==> src/rtl/parity_frame_ctrl_if.sv <==
// Handshake bundle between the data source, the parity frame controller and the result consumer.
// The master side feeds beats and the parity bit and consumes the result; the slave side is the controller.
interface parity_frame_ctrl_if #(
    parameter int DATA_W = 4
);
    logic              in_valid;
    logic [DATA_W-1:0] in_data;
    logic              in_ready;
    logic              par_valid;
    logic              par_bit;
    logic              par_ready;
    logic              out_valid;
    logic              out_err;
    logic              out_parity;
    logic              out_ready;

    modport master (
        output in_valid, in_data, par_valid, par_bit, out_ready,
        input  in_ready, par_ready, out_valid, out_err, out_parity
    );

    modport slave (
        input  in_valid, in_data, par_valid, par_bit, out_ready,
        output in_ready, par_ready, out_valid, out_err, out_parity
    );
endinterface

==> src/rtl/parity_frame_ctrl.sv <==
// Frame sequencer for the nibble parity datapath: collects FRAME_LEN beats, folds their parity,
// checks it against the sender's parity bit and reports pass/fail with frame and error counters.
module parity_frame_ctrl #(
    parameter int DATA_W    = 4,
    parameter int FRAME_LEN = 4,
    parameter int EVEN      = 1,
    parameter int CNT_W     = 8
) (
    input  logic             clk,
    input  logic             n_rst,
    input  logic             start,
    input  logic             abort,
    input  logic             clr_cnt,
    parity_frame_ctrl_if.slave bus,
    output logic             busy,
    output logic [CNT_W-1:0] frame_cnt,
    output logic [CNT_W-1:0] err_cnt
);
    localparam int          BEAT_W    = (FRAME_LEN > 1) ? $clog2(FRAME_LEN) : 1;
    localparam logic [BEAT_W-1:0] LAST_BEAT = BEAT_W'(FRAME_LEN - 1);
    localparam logic        EVEN_BIT  = (EVEN != 0);

    typedef enum logic [1:0] {
        IDLE,
        COLLECT,
        CHECK,
        RESULT
    } state_t;

    state_t            state_q, state_d;
    logic              acc_q, acc_d;
    logic [BEAT_W-1:0] beat_q, beat_d;
    logic              out_valid_q, out_valid_d;
    logic              out_err_q, out_err_d;
    logic              out_parity_q, out_parity_d;
    logic [CNT_W-1:0]  frame_cnt_q, frame_cnt_d;
    logic [CNT_W-1:0]  err_cnt_q, err_cnt_d;

    logic abortHit;
    logic parTake;
    logic mismatch;

    assign abortHit = abort && (state_q != IDLE);
    assign parTake  = (state_q == CHECK) && bus.par_valid;
    assign mismatch = acc_q ^ bus.par_bit ^ ~EVEN_BIT;

    always_ff @(posedge clk or negedge n_rst) begin
        if (!n_rst) begin
            state_q      <= IDLE;
            acc_q        <= 1'b0;
            beat_q       <= '0;
            out_valid_q  <= 1'b0;
            out_err_q    <= 1'b0;
            out_parity_q <= 1'b0;
            frame_cnt_q  <= '0;
            err_cnt_q    <= '0;
        end else begin
            state_q      <= state_d;
            acc_q        <= acc_d;
            beat_q       <= beat_d;
            out_valid_q  <= out_valid_d;
            out_err_q    <= out_err_d;
            out_parity_q <= out_parity_d;
            frame_cnt_q  <= frame_cnt_d;
            err_cnt_q    <= err_cnt_d;
        end
    end

    // Abort pre-empts every transition, including a par handshake in the same cycle.
    always_comb begin
        state_d      = state_q;
        acc_d        = acc_q;
        beat_d       = beat_q;
        out_valid_d  = out_valid_q;
        out_err_d    = out_err_q;
        out_parity_d = out_parity_q;
        frame_cnt_d  = frame_cnt_q;
        err_cnt_d    = err_cnt_q;

        if (abortHit) begin
            state_d     = IDLE;
            out_valid_d = 1'b0;
            acc_d       = 1'b0;
            beat_d      = '0;
        end else begin
            case (state_q)
                IDLE: begin
                    if (start && !abort) begin
                        state_d = COLLECT;
                        acc_d   = 1'b0;
                        beat_d  = '0;
                    end
                end
                COLLECT: begin
                    if (bus.in_valid) begin
                        acc_d = acc_q ^ (^bus.in_data);
                        if (beat_q == LAST_BEAT) begin
                            state_d = CHECK;
                        end else begin
                            beat_d = beat_q + 1'b1;
                        end
                    end
                end
                CHECK: begin
                    if (bus.par_valid) begin
                        out_parity_d = acc_q;
                        out_err_d    = mismatch;
                        out_valid_d  = 1'b1;
                        state_d      = RESULT;
                    end
                end
                RESULT: begin
                    if (bus.out_ready) begin
                        out_valid_d = 1'b0;
                        state_d     = IDLE;
                    end
                end
                default: state_d = IDLE;
            endcase
        end

        // A clear beats any increment landing on the same edge.
        if (clr_cnt) begin
            frame_cnt_d = '0;
            err_cnt_d   = '0;
        end else if (parTake && !abortHit) begin
            frame_cnt_d = frame_cnt_q + 1'b1;
            if (mismatch && (err_cnt_q != '1)) begin
                err_cnt_d = err_cnt_q + 1'b1;
            end
        end
    end

    assign bus.in_ready   = (state_q == COLLECT);
    assign bus.par_ready  = (state_q == CHECK);
    assign bus.out_valid  = out_valid_q;
    assign bus.out_err    = out_err_q;
    assign bus.out_parity = out_parity_q;
    assign busy           = (state_q != IDLE);
    assign frame_cnt      = frame_cnt_q;
    assign err_cnt        = err_cnt_q;
endmodule

==> src/flat_wrapper.sv <==
// flat-port wrapper written by rule: the top's interface ports become plain ports
module parity_frame_ctrl_flat 
#(
    parameter int DATA_W    = 4,
    parameter int FRAME_LEN = 4,
    parameter int EVEN      = 1,
    parameter int CNT_W     = 8
)
  (clk, n_rst, start, abort, clr_cnt, busy, frame_cnt, err_cnt, bus_in_valid, bus_in_data, bus_par_valid, bus_par_bit, bus_out_ready, bus_in_ready, bus_par_ready, bus_out_valid, bus_out_err, bus_out_parity);
  parity_frame_ctrl_if #(.DATA_W(DATA_W)) bus_i ();
  input  logic clk;
  input  logic n_rst;
  input  logic start;
  input  logic abort;
  input  logic clr_cnt;
  output logic busy;
  output logic [CNT_W-1:0] frame_cnt;
  output logic [CNT_W-1:0] err_cnt;
  input wire logic [$bits(bus_i.in_valid)-1:0] bus_in_valid;
  input wire logic [$bits(bus_i.in_data)-1:0] bus_in_data;
  input wire logic [$bits(bus_i.par_valid)-1:0] bus_par_valid;
  input wire logic [$bits(bus_i.par_bit)-1:0] bus_par_bit;
  input wire logic [$bits(bus_i.out_ready)-1:0] bus_out_ready;
  output wire logic [$bits(bus_i.in_ready)-1:0] bus_in_ready;
  output wire logic [$bits(bus_i.par_ready)-1:0] bus_par_ready;
  output wire logic [$bits(bus_i.out_valid)-1:0] bus_out_valid;
  output wire logic [$bits(bus_i.out_err)-1:0] bus_out_err;
  output wire logic [$bits(bus_i.out_parity)-1:0] bus_out_parity;
  assign bus_i.in_valid = bus_in_valid;
  assign bus_i.in_data = bus_in_data;
  assign bus_i.par_valid = bus_par_valid;
  assign bus_i.par_bit = bus_par_bit;
  assign bus_i.out_ready = bus_out_ready;
  assign bus_in_ready = bus_i.in_ready;
  assign bus_par_ready = bus_i.par_ready;
  assign bus_out_valid = bus_i.out_valid;
  assign bus_out_err = bus_i.out_err;
  assign bus_out_parity = bus_i.out_parity;
  parity_frame_ctrl #(.DATA_W(DATA_W), .FRAME_LEN(FRAME_LEN), .EVEN(EVEN), .CNT_W(CNT_W)) u_core (.clk(clk), .n_rst(n_rst), .start(start), .abort(abort), .clr_cnt(clr_cnt), .bus(bus_i), .busy(busy), .frame_cnt(frame_cnt), .err_cnt(err_cnt));
endmodule
==> config.mk <==
export PLATFORM = sky130hd
export DESIGN_NAME = parity_frame_ctrl_flat
export DESIGN_NICKNAME = d
export VERILOG_FILES = /design/src/rtl/parity_frame_ctrl_if.sv /design/src/rtl/parity_frame_ctrl.sv /design/src/flat_wrapper.sv
export SDC_FILE = /design/constraint.sdc
export NUM_CORES = 1
export LEC_CHECK = 0
export CORE_ASPECT_RATIO = 0.75
export CORE_UTILIZATION = 48
export CTS_CLUSTER_DIAMETER = 50
export DETAILED_ROUTE_END_ITERATION = 8
export MAX_ROUTING_LAYER = met4
export PLACE_DENSITY = 0.78
export SLEW_MARGIN = 10
export SYNTH_ARGS = -nofsm -noshare
export SYNTH_HDL_FRONTEND = slang
export SYNTH_SLANG_ARGS = --single-unit
==> constraint.sdc <==
create_clock -name clk -period 2.4 [get_ports clk]
set_clock_uncertainty 0.2 [all_clocks]
set_input_delay 0.36 -clock clk [delete_from_list [all_inputs] [get_ports clk]]
set_output_delay 0.36 -clock clk [all_outputs]
set_load 0.01 [all_outputs]
==> metrics.md <==
| Metric | Value |
|---|---|
| # fillers | `233` |
| Commonest register cell after synthesis | `dfrtp_1` |
| Die area | `3140 µm²` |
| DP Cell Count | `218` |
| ANT cells | `0` |
| Switching power | `0.000564 W` |
| GRT overflow | `0` |
| Post-synth top area cell | `dfrtp_1` |
| CTS Buf Count | `3` |
| Int Pwr | `0.00101 W` |
| Outcome | `finished clean` |
| Yosys warns | `0` |
| Required time of the critical path | `1840 ps` |
| Initial antenna violation count | `0` |
| Clock Power Share | `0.224` |
| Final Net Count | `208` |
| Residual DRC count | `0` |
| Fmax | `0.452 GHz` |
| I/O Pins | `35` |
| Row Count | `16` |
| Post-CTS Repair Setup Buffers | `0` |
| Post-CTS Hold Buffers | `0` |
| Number of max-cap violations | `0` |
| Core region area | `2680 µm²` |
| Starting Density | `0.523` |
| Worst EP arrival | `1650 ps` |
| Switching share of power | `0.358` |
| Minimum clock period | `2210 ps` |
| Setup violations, final | `0` |
| Crit Path Max Fanout | `6` |
| Comb pwr share | `0.438` |
| Max-slew headroom | `0.617` |
| Flops & latches, synth | `24` |
| HPWL Detailed | `2460 µm` |
| Post-Syn Instances | `150` |
| Worst min path class | `in2async` |
| Detailed Route Iter0 Violations | `84` |
| Setup crit end kind | `output pin` |
| Die width | `64.4 µm` |
| Startpoint Class | `register` |
| DR pass1 iterations | `4` |
| Avg Inst Size Synth | `9.35 µm²` |
| Clock Sinks | `24` |
| CTS H-tree lvls | `1` |
| Largest cells by area after synthesis | `dfrtp_1 (43%), ha_1 (7.1%), xnor2_1 (5.6%)` |
| Clock tree root driver cell | `clkbuf_8` |
| IO Port Bufs | `34` |
| Crit Path Class | `reg2out` |
| Post-DR wirelength/cell | `14.0 µm` |
| Final Non-Filler Cells | `222` |
| Final Hold Viols | `0` |
| Post-Synthesis Net Count | `171` |
| Synth async-reset ratio | `1.00` |
| Slew @ Worst Pin | `573 ps` |
| Yosys top cell area share | `0.428` |
| Clock Latency Late Sink | `270 ps` |
| Number of flops mapped to enable cells by yosys | `0` |
| Hold_ws | `234 ps` |
| Total number of vias | `1215` |
| Total power | `0.00158 W` |
| Number of global-route vias before repair | `1255` |
| Layout cells sized above 1 | `0.0753` |
| ANT nets after route | `0` |
| Leak pwr | `0.797 nW` |
| First-pass GRT wire length | `5600 µm` |
| Final worst-path cycle share | `0.922` |
| RSZ-0062 raised after global routing | `false` |
| Post-synthesis sequential area ratio | `0.428` |
| Die Span Y | `48.8 µm` |
| Largest net degree at the start of global routing | `25` |
| Routed wire length | `3110 µm` |
| Part of the power in registers | `0.339` |
| Unique masters post-synth | `36` |
| TritonCTS clock tree | `built` |
| Fin. max-slew vios | `0` |
| Worst vdd ir | `587 µV` |
| Vias per cell | `5.47` |
| Area Growth Syn to Fin | `32.7%` |
| Post-synthesis cell area | `1400 µm²` |
| RePlAce Congestion | `0.812` |
| PwrDens | `846 nW/µm²` |
| Clock Path Buffers | `2` |
| Reg clk slew, reported paths | `90 ps` |
| GRT Overall Usage | `0.234` |
| Setup TNS | `0 ps` |
[path summary, 6_finish.rpt]
kind	startpoint	to	slack, ps	cells past startpoint
setup / recovery	u_core.state_q[0]$_DFFE_PN0P_	bus_par_ready	190	3
hold / removal	n_rst	u_core.err_cnt[4]$_DFFE_PN0P_	230	2
min in group clk	u_core.bus.out_err$_DFFE_PN0P_	u_core.bus.out_err$_DFFE_PN0P_	320	1
hold reg to reg	u_core.bus.out_err$_DFFE_PN0P_	u_core.bus.out_err$_DFFE_PN0P_	320	1
setup reg to reg	u_core.state_q[1]$_DFFE_PN0P_	u_core.acc_q$_DFFE_PN0P_	210	7
max in group asynchronous	n_rst	u_core.beat_q[1]$_DFFE_PN0P_	1530	2
[power groups by stage]
| stage | clock [W] | sequential (W) | combinational [W] |
|---|---|---|---|
| 2_1_floorplan | 0 | 0.000539 | 0.000429 |
| 3_3_place_gp | 0 | 0.000537 | 0.000647 |
| 3_5_place_dp | 0 | 0.000540 | 0.000685 |
| 4_1_cts | 0.000361 | 0.000533 | 0.000689 |
| 5_1_grt | 0.000379 | 0.000542 | 0.000765 |
| 6_report | 0.000352 | 0.000534 | 0.000690 |
[cells by family after synthesis]
kind of cell | after synthesis | synth area share
fa+ha+maj | 8 | 0.0714
mux | 3 | 0.0232
flops | 24 | 0.428
compound gates | 28 | 0.142
buf+inv | 14 | 0.0392
simple gates | 56 | 0.185
xor+xnor | 17 | 0.112
[metrics by stage]
| stage | worst slack [ps] | cell area, µm² | util |
|---|---|---|---|
| after floorplan | 387 | 1400 | - |
| after global placement | 193 | 1790 | 0.666 |
| after detailed placement | 75.4 | 1790 | 0.666 |
| after CTS | 175 | 1860 | 0.692 |
| after global routing | 17.0 | 1860 | 0.694 |
| final | 187 | 1860 | 0.694 |
[state kept, by name (all words and copies together) (netlist names)]
signal / cells
u_core.bus.out_parity: 1
u_core.acc_q: 1
u_core.bus.out_err: 1
u_core.state_q: 2
u_core.beat_q: 2
u_core.err_cnt: 8
u_core.bus.out_valid: 1
u_core.frame_cnt: 8
[layout by cell type (no fill, tap or decap)]
cell | netlist | routed
o2111ai_4 | 1 | 1
clkbuf_8 | 0 | 3
nor3_1 | 6 | 5
a22oi_1 | 1 | 1
nand3_1 | 7 | 7
ha_1 | 8 | 8
clkdlybuf4s50_1 | 0 | 34
o32ai_1 | 1 | 1
o221ai_1 | 1 | 1
mux2i_1 | 1 | 1
o2111ai_1 | 1 | 1
nor2_1 | 15 | 15
and3_1 | 1 | 1
o221a_2 | 1 | 1
inv_1 | 10 | 10
bufinv_16 | 0 | 1
nand4_1 | 3 | 3
a211oi_1 | 1 | 1
o21ai_0 | 7 | 7
nor3_2 | 0 | 1
nor2b_1 | 1 | 1
or3_1 | 2 | 2
buf_4 | 0 | 2
a21oi_1 | 9 | 9
dfrtp_1 | 24 | 24
nor2_2 | 1 | 1
nand2b_1 | 3 | 3
and2_1 | 1 | 1
xor2_1 | 7 | 7
a21o_1 | 2 | 2
xnor2_1 | 9 | 9
a31oi_1 | 1 | 1
xor2_2 | 1 | 1
a2111oi_1 | 1 | 1
nand2_1 | 15 | 15
a211o_1 | 1 | 1
mux2_2 | 2 | 2
or2_2 | 1 | 1
[Yosys cell counts, types with 2 or more instances]
library cell	count
mux2_2	2
nand4_1	3
nand2_1	15
nand2b_1	3
nand3_1	7
o21ai_0	7
nor3_1	6
ha_1	8
xor2_1	7
dfrtp_1	24
buf_2	2
inv_1	10
nor2_1	15
a21oi_1	9
or3_1	2
a21o_1	2
xnor2_1	9
[what timing repair did]
item	in CTS	in global routing
endpoints found under the hold margin	0	0
endpoints found under the setup margin	0	1
gates resized for setup	0	1
[cell type report]
class,count,area (µm²),area share
clock inverters,1,30.0,0.0161
repair buffers,36,355,0.191
inverters,10,37.5,0.0202
well taps,36,45.0,0.0242
flip-flops and latches,24,601,0.323
clock buffers,3,41.3,0.0222
multi-input cells,112,752,0.404
[routing by layer]
layer,global-route usage,share of wire
met4,0.0519,0.0035
met3,0.0444,0.045
met2,0.398,0.51
met1,0.289,0.44
met5,-,0
[critical path: stages, from the launching register on]
cell	delay, ps
dfrtp_1	420
inv_1	120
ha_1	270
clkdlybuf4s50_1	570
(Power assumes the default switching activity.)
